===== src/rtl/ysyx_24100029_lsu.sv =====
`default_nettype none
// ============================================================================
//  Module   : ysyx_24100029_lsu
//  Purpose  : Memory-access stage. Issues a single outstanding data-memory
//             request per load/store, formats byte lanes and extends loads.
//  Revision : 1.0  initial release
// ============================================================================
module ysyx_24100029_lsu #(
    parameter int ADDR_W = 32,
    parameter int DATA_W = 32
) (
    input  logic              clock,
    input  logic              reset,
    // execute-stage handshake
    input  logic              valid_last,
    output logic              ready_last,
    input  logic [DATA_W-1:0] EX_result,
    input  logic [DATA_W-1:0] rs2_value,
    input  logic [2:0]        funct3,
    input  logic              mem_wen,
    input  logic              mem_ren,
    input  logic [4:0]        rd,
    input  logic              R_wen,
    input  logic [3:0]        csr_wen,
    input  logic [DATA_W-1:0] rd_value,
    // write-back handshake
    output logic              valid_next,
    input  logic              ready_next,
    output logic [DATA_W-1:0] wb_data,
    output logic [4:0]        rd_next,
    output logic              R_wen_next,
    output logic [3:0]        csr_wen_next,
    output logic [DATA_W-1:0] rd_value_next,
    output logic              misalign_err,
    // data-memory bus
    output logic              dmem_req_valid,
    input  logic              dmem_req_ready,
    output logic [ADDR_W-1:0] dmem_req_addr,
    output logic              dmem_req_wen,
    output logic [DATA_W-1:0] dmem_req_wdata,
    output logic [3:0]        dmem_req_wstrb,
    input  logic              dmem_resp_valid,
    input  logic [DATA_W-1:0] dmem_resp_rdata
);

    typedef enum logic [1:0] {
        ST_IDLE = 2'd0,
        ST_REQ  = 2'd1,
        ST_WAIT = 2'd2,
        ST_OUT  = 2'd3
    } state_t;

    state_t            state_q, state_d;
    logic [DATA_W-1:0] ex_q, ex_d;
    logic [DATA_W-1:0] rs2_q, rs2_d;
    logic [2:0]        funct3_q, funct3_d;
    logic              store_q, store_d;
    logic              load_q, load_d;
    logic [4:0]        rd_q, rd_d;
    logic              rwen_q, rwen_d;
    logic [3:0]        csr_q, csr_d;
    logic [DATA_W-1:0] rdval_q, rdval_d;
    logic [DATA_W-1:0] wb_q, wb_d;
    logic              mis_q, mis_d;

    logic              w_mis_in;
    logic              w_mem_in;
    logic [DATA_W-1:0] w_shift;
    logic [DATA_W-1:0] w_load_fmt;

    assign w_mem_in = mem_wen | mem_ren;
    assign w_mis_in = ((funct3[1:0] == 2'b01) && EX_result[0])
                    | ((funct3[1:0] == 2'b10) && (EX_result[1:0] != 2'b00));

    // Bring the addressed byte/halfword down to lane 0 before extension.
    assign w_shift = dmem_resp_rdata >> {ex_q[1:0], 3'b000};

    always_comb begin
        w_load_fmt = w_shift;
        case (funct3_q)
            3'b000:  w_load_fmt = {{(DATA_W-8){w_shift[7]}}, w_shift[7:0]};
            3'b001:  w_load_fmt = {{(DATA_W-16){w_shift[15]}}, w_shift[15:0]};
            3'b100:  w_load_fmt = {{(DATA_W-8){1'b0}}, w_shift[7:0]};
            3'b101:  w_load_fmt = {{(DATA_W-16){1'b0}}, w_shift[15:0]};
            default: w_load_fmt = w_shift;
        endcase
    end

    always_comb begin
        state_d  = state_q;
        ex_d     = ex_q;
        rs2_d    = rs2_q;
        funct3_d = funct3_q;
        store_d  = store_q;
        load_d   = load_q;
        rd_d     = rd_q;
        rwen_d   = rwen_q;
        csr_d    = csr_q;
        rdval_d  = rdval_q;
        wb_d     = wb_q;
        mis_d    = mis_q;
        case (state_q)
            ST_IDLE: begin
                if (valid_last) begin
                    ex_d     = EX_result;
                    rs2_d    = rs2_value;
                    funct3_d = funct3;
                    // A store wins when both enables are set.
                    store_d  = mem_wen;
                    load_d   = mem_ren & ~mem_wen;
                    rd_d     = rd;
                    rwen_d   = R_wen & ~mem_wen;
                    csr_d    = csr_wen;
                    rdval_d  = rd_value;
                    wb_d     = EX_result;
                    mis_d    = w_mem_in & w_mis_in;
                    state_d  = (w_mem_in && !w_mis_in) ? ST_REQ : ST_OUT;
                end
            end
            ST_REQ: begin
                if (dmem_req_ready) begin
                    state_d = ST_WAIT;
                end
            end
            ST_WAIT: begin
                if (dmem_resp_valid) begin
                    state_d = ST_OUT;
                    if (load_q) begin
                        wb_d = w_load_fmt;
                    end
                end
            end
            ST_OUT: begin
                if (ready_next) begin
                    state_d = ST_IDLE;
                end
            end
            default: state_d = ST_IDLE;
        endcase
    end

    always_ff @(posedge clock) begin
        if (!reset) begin
            state_q  <= ST_IDLE;
            ex_q     <= '0;
            rs2_q    <= '0;
            funct3_q <= '0;
            store_q  <= 1'b0;
            load_q   <= 1'b0;
            rd_q     <= '0;
            rwen_q   <= 1'b0;
            csr_q    <= '0;
            rdval_q  <= '0;
            wb_q     <= '0;
            mis_q    <= 1'b0;
        end else begin
            state_q  <= state_d;
            ex_q     <= ex_d;
            rs2_q    <= rs2_d;
            funct3_q <= funct3_d;
            store_q  <= store_d;
            load_q   <= load_d;
            rd_q     <= rd_d;
            rwen_q   <= rwen_d;
            csr_q    <= csr_d;
            rdval_q  <= rdval_d;
            wb_q     <= wb_d;
            mis_q    <= mis_d;
        end
    end

    // Store lane placement; strobes stay zero for reads.
    always_comb begin
        dmem_req_wstrb = 4'b0000;
        dmem_req_wdata = rs2_q;
        case (funct3_q[1:0])
            2'b00: begin
                dmem_req_wdata = {4{rs2_q[7:0]}};
                if (store_q) dmem_req_wstrb = 4'b0001 << ex_q[1:0];
            end
            2'b01: begin
                dmem_req_wdata = {2{rs2_q[15:0]}};
                if (store_q) dmem_req_wstrb = 4'b0011 << ex_q[1:0];
            end
            default: begin
                dmem_req_wdata = rs2_q;
                if (store_q) dmem_req_wstrb = 4'b1111;
            end
        endcase
    end

    assign ready_last     = (state_q == ST_IDLE);
    assign valid_next     = (state_q == ST_OUT);
    assign dmem_req_valid = (state_q == ST_REQ);
    assign dmem_req_addr  = {ex_q[ADDR_W-1:2], 2'b00};
    assign dmem_req_wen   = store_q;
    assign wb_data        = wb_q;
    assign rd_next        = rd_q;
    assign R_wen_next     = rwen_q;
    assign csr_wen_next   = csr_q;
    assign rd_value_next  = rdval_q;
    assign misalign_err   = mis_q;

endmodule
`default_nettype wire


===== config.mk =====
export PLATFORM = sky130hd
export DESIGN_NAME = ysyx_24100029_lsu
export DESIGN_NICKNAME = d
export VERILOG_FILES = /design/src/rtl/ysyx_24100029_lsu.sv
export SDC_FILE = /design/constraint.sdc
export NUM_CORES = 1
export LEC_CHECK = 0
export BUFFER_PORTS_ARGS = -buffer_cell sky130_fd_sc_hd__clkbuf_2
export CAP_MARGIN = 15
export CORE_MARGIN = 8
export CORE_UTILIZATION = 38
export DETAILED_ROUTE_END_ITERATION = 8
export GPL_TIMING_DRIVEN = 0
export HOLD_SLACK_MARGIN = 0.02
export PLACE_DENSITY = 0.78
export REMOVE_ABC_BUFFERS = 1
export SETUP_SLACK_MARGIN = 0.02
export SKIP_LAST_GASP = 1
export SLEW_MARGIN = 20
export SYNTH_ARGS = -nofsm -noshare
export SYNTH_HDL_FRONTEND = slang
export SYNTH_SLANG_ARGS = --single-unit

===== constraint.sdc =====
create_clock -name clock -period 3.2 [get_ports clock]
set_clock_uncertainty 0.05 [all_clocks]
set_input_delay 0.16 -clock clock [delete_from_list [all_inputs] [get_ports clock]]
set_output_delay 0.16 -clock clock [all_outputs]
set_load 0.05 [all_outputs]

==> impl_metrics.py <==
metrics = {
    "grt": {
        "grt_pass1_wl_um": 40400,
        "grt_util_all_layers": 0.227,
        "grt_max_degree": 72,
        "grt_overflow": 0,
        "antenna_found_initial": 1,
        "grt_pass1_vias": 7450,
    },
    "routing": {
        "route.antenna.remaining_nets": 0,
        "num_vias": 7625,
        "drc_errors": 0,
        "dr.pass1.iters": 5,
        "via_per_inst": 5.28,
        "initialDrtViolationCount": 471,
        "wl_um": 26500,
        "avgRoutedWirePerCell_um": 18.4,
    },
    "synthesis": {
        "ys_warn_count": 0,
        "synthesis.area_sq_um": 6820,
        "synthTopCellsByArea": "dfxtp_1, nand2_1, a21oi_1, mux2i_1, buf_4",
        "synth.yosys.seq_area_share": 0.429,
        "synth_area_leader_cell": "dfxtp_1",
        "syn_area_per_cell_sq_um": 7.74,
        "synth_seq_cells": 146,
        "synth_cell_type_count": 43,
        "synth_edf_count": 0,
        "synth-async-reset-ratio": 0,
        "synth_flop_cell": "dfxtp_1",
        "synth.top_cell.area_share": 0.429,
        "syn-instance-count": 881,
    },
    "die": {
        "die_x_um": 150,
        "dieArea_sq_um": 22500,
        "start_util": 0.383,
        "rows": 49,
        "die_y_um": 150,
        "core-area_sq_um": 17800,
        "ios": 296,
    },
    "clock_tree": {
        "cts_max_level": 4,
        "clk_pin_slew_worst_paths_ns": 0.06,
        "cts_root_buf": "clkbuf_16",
        "cts_tree": "built",
        "clockBufferDepth": 2,
        "post_cts_buffers": 0,
        "cts_made_buffers": 17,
        "cts_sinks": 146,
        "worst_skew_pair.late_latency_ns": 0.42,
    },
    "placed_design": {
        "gp_congestion": 0.856,
        "hpwlAfterDp_um": 17300,
        "io_buffers": 293,
    },
    "worst_setup_path": {
        "crit_buf_inv": 2,
        "critPathKind": "reg -> out",
        "crit_fanout": 30,
        "startpoint_type": "flop",
        "r2r_start": "state_q[0]$_SDFFE_PN0P_",
        "endpoint": "dmem_req_wstrb[2]",
        "critPathCaptureType": "output pin",
        "worst-endpoint-arrival_ns": 2.95,
        "crit_family": "buffers and inverters",
        "cp.required_ns": 2.99,
        "slowest_stage": "dfxtp_2",
        "crit_cells": 5,
        "cpPeakStageDelay_ns": 0.78,
        "reg2reg_depth": 7,
        "r2r_slack_ns": 0.41,
        "r2r_end": "wb_data[8]$_SDFFE_PN0P_",
        "crit_chain": "clkinv_1 -> ha_1 -> mux2_2 -> o21a_1 -> clkbuf_2",
        "critPathLaunch": "ex_q[0]$_SDFFE_PN0P_",
    },
    "power_and_ir_drop": {
        "p_per_area_nw_per_um2": 866,
        "p_total_mw": 8.57,
        "peakVddDrop_uv": 495,
        "p_leak_nw": 4.30,
    },
    "layout": {
        "num-nets-final": 1357,
        "regArea_sq_um": 2930,
        "multi_input_area_sq_um": 3330,
        "utilization": 0.557,
        "areaGrowthSynthToFinish_pct": 45.3,
        "layout-drive-gt1-share": 0.297,
        "fillCellCount": 1529,
    },
    "timing": {
        "min_period_over_period": 0.986,
        "max_freq_mhz": 317,
        "timing.final.max_slew_violations": 0,
        "worst_hold_slack_ns": 0.0843,
        "setup_tns_ns": 0,
        "setup_viol": 0,
        "slew_headroom": 0.313,
        "rsz0062_at_grt": "false",
        "tightest_slew_ns": 1.03,
        "post-route-min-period_ns": 3.16,
        "hold_viol": 0,
    },
    "outcome": {
        "outcome": "completed",
    },
    "worst_hold_path": {
        "hold_depth": 3,
        "hp-class": "in -> reg",
    },
    "flow_run": {
        "maxCapViolations": 0,
    },
}
==> timing repair <==
item | 4_1_cts | 5_1_grt
hold buffers | 111 | 0
resized for setup | 0 | 1
endpoints found under the setup margin | 0 | 7
hold endpoints to repair | 122 | 0
==> worst register-to-register path: stages (launching register included) <==
cell	delay (ns)
dfxtp_1	0.34
inv_1	0.10
ha_2	0.49
buf_12	0.26
mux2i_4	0.23
or3_4	0.57
a211o_1	0.44
o22ai_1	0.22
==> stage by stage <==
stage | setup slack, ns | std cells | cell area (sq um)
2_1_floorplan | -0.519 | 772 | 6250
3_3_place_gp | -2.89 | 1294 | 8000
3_5_place_dp | 0.225 | 1299 | 8150
4_1_cts | 0.0779 | 1442 | 9900
5_1_grt | 0.0214 | 1443 | 9900
6_report | 0.0448 | 1443 | 9900
==> cells in the final DEF, fill, tap and decap left out, types with 2 or more instances in the layout <==
cell and n:
clkbuf_2 293, nand2_1 244, dfxtp_1 143, a21oi_1 138, dlygate4sd3_1 111, nor2_1 41, mux2i_1 31, o21ai_0 24
mux2_2 17, a211oi_1 17, clkbuf_16 17, nor2b_1 12, nor4_1 10, nor3b_1 8, o32ai_1 8, nand3_1 8
o31ai_1 8, o22ai_1 7, a31oi_1 7, ha_1 7, clkinv_4 6, inv_1 4, o21a_1 4, bufinv_16 4
nand3b_1 3, inv_6 3, dfxtp_2 3, buf_16 3, or2_2 2, nor3_1 2, nand2b_1 2, conb_1 2
==> cell usage after synthesis (10+ instances only) <==
library cell / instances
a21oi_1: 138
nor4_1: 10
o21ai_0: 24
nor2_1: 41
nand2_1: 245
nor2b_1: 12
mux2_2: 17
mux2i_1: 32
buf_4: 40
a211oi_1: 17
clkbuf_1: 57
dfxtp_1: 146
==> cell type report <==
cell class | count | area share
Sequential cell | 146 | 0.295
Timing Repair Buffer | 409 | 0.271
Inverter | 6 | 0.00278
Antenna cell | 1 | 0.000253
Tap cell | 229 | 0.0289
Clock inverter | 13 | 0.0200
Multi-Input combinational cell | 620 | 0.337
Clock buffer | 19 | 0.0447
==> cells by family (layout without fill, tap and decap cells) <==
kind of cell,Yosys count,after routing,synth area share
other,1,3,0.000550
XOR/XNOR,1,1,0.00128
AO/OA/AOI/OAI,222,222,0.184
buffers and inverters,116,447,0.0874
adder cells (fa/ha/maj),8,8,0.0147
flip-flops,146,146,0.429
AND/OR/NAND/NOR,337,337,0.205
multiplexers,50,50,0.0784
==> metal layers <==
layer	part of all wire	up-vias	global-route usage
li1	-	3582	-
met1	0.38	3524	0.260
met2	0.48	458	0.378
met3	0.11	61	0.0680
met4	0.036	0	0.114
met5	0	-	0
==> state kept, by name, summed over array words and instances (netlist names) <==
signal / cells
dmem_req_wen: 1
funct3_q: 3
R_wen_next: 1
rd_next: 5
rd_value_next: 32
state_q: 2
misalign_err: 1
rs2_q: 32
ex_q: 32
csr_wen_next: 4
wb_data: 32
load_q: 1
==> power by group <==
group	total (mW)	switching [mW]	internal, mW
Clock	2.18	0.843	1.34
Sequential	2.52	0.311	2.21
Combinational	3.87	2.84	1.02
Total	8.57	4.00	4.58
==> how the worst min path moves through the flow <==
stage	startpoint	slack (ns)	end
6_report	dmem_resp_rdata[20]	0.08	wb_data[12]$_SDFFE_PN0P_
5_1_grt	dmem_resp_rdata[20]	0.08	wb_data[12]$_SDFFE_PN0P_
4_1_cts	dmem_resp_rdata[17]	0.05	wb_data[9]$_SDFFE_PN0P_
3_5_place_dp	rd_value[14]	0.34	rd_value_next[14]$_SDFFE_PN0P_
3_3_place_gp	rd_value[26]	0.33	rd_value_next[26]$_SDFFE_PN0P_
2_1_floorplan	rs2_value[16]	0.25	rs2_q[16]$_SDFFE_PN0P_
Power figures use the tool's default switching activity.
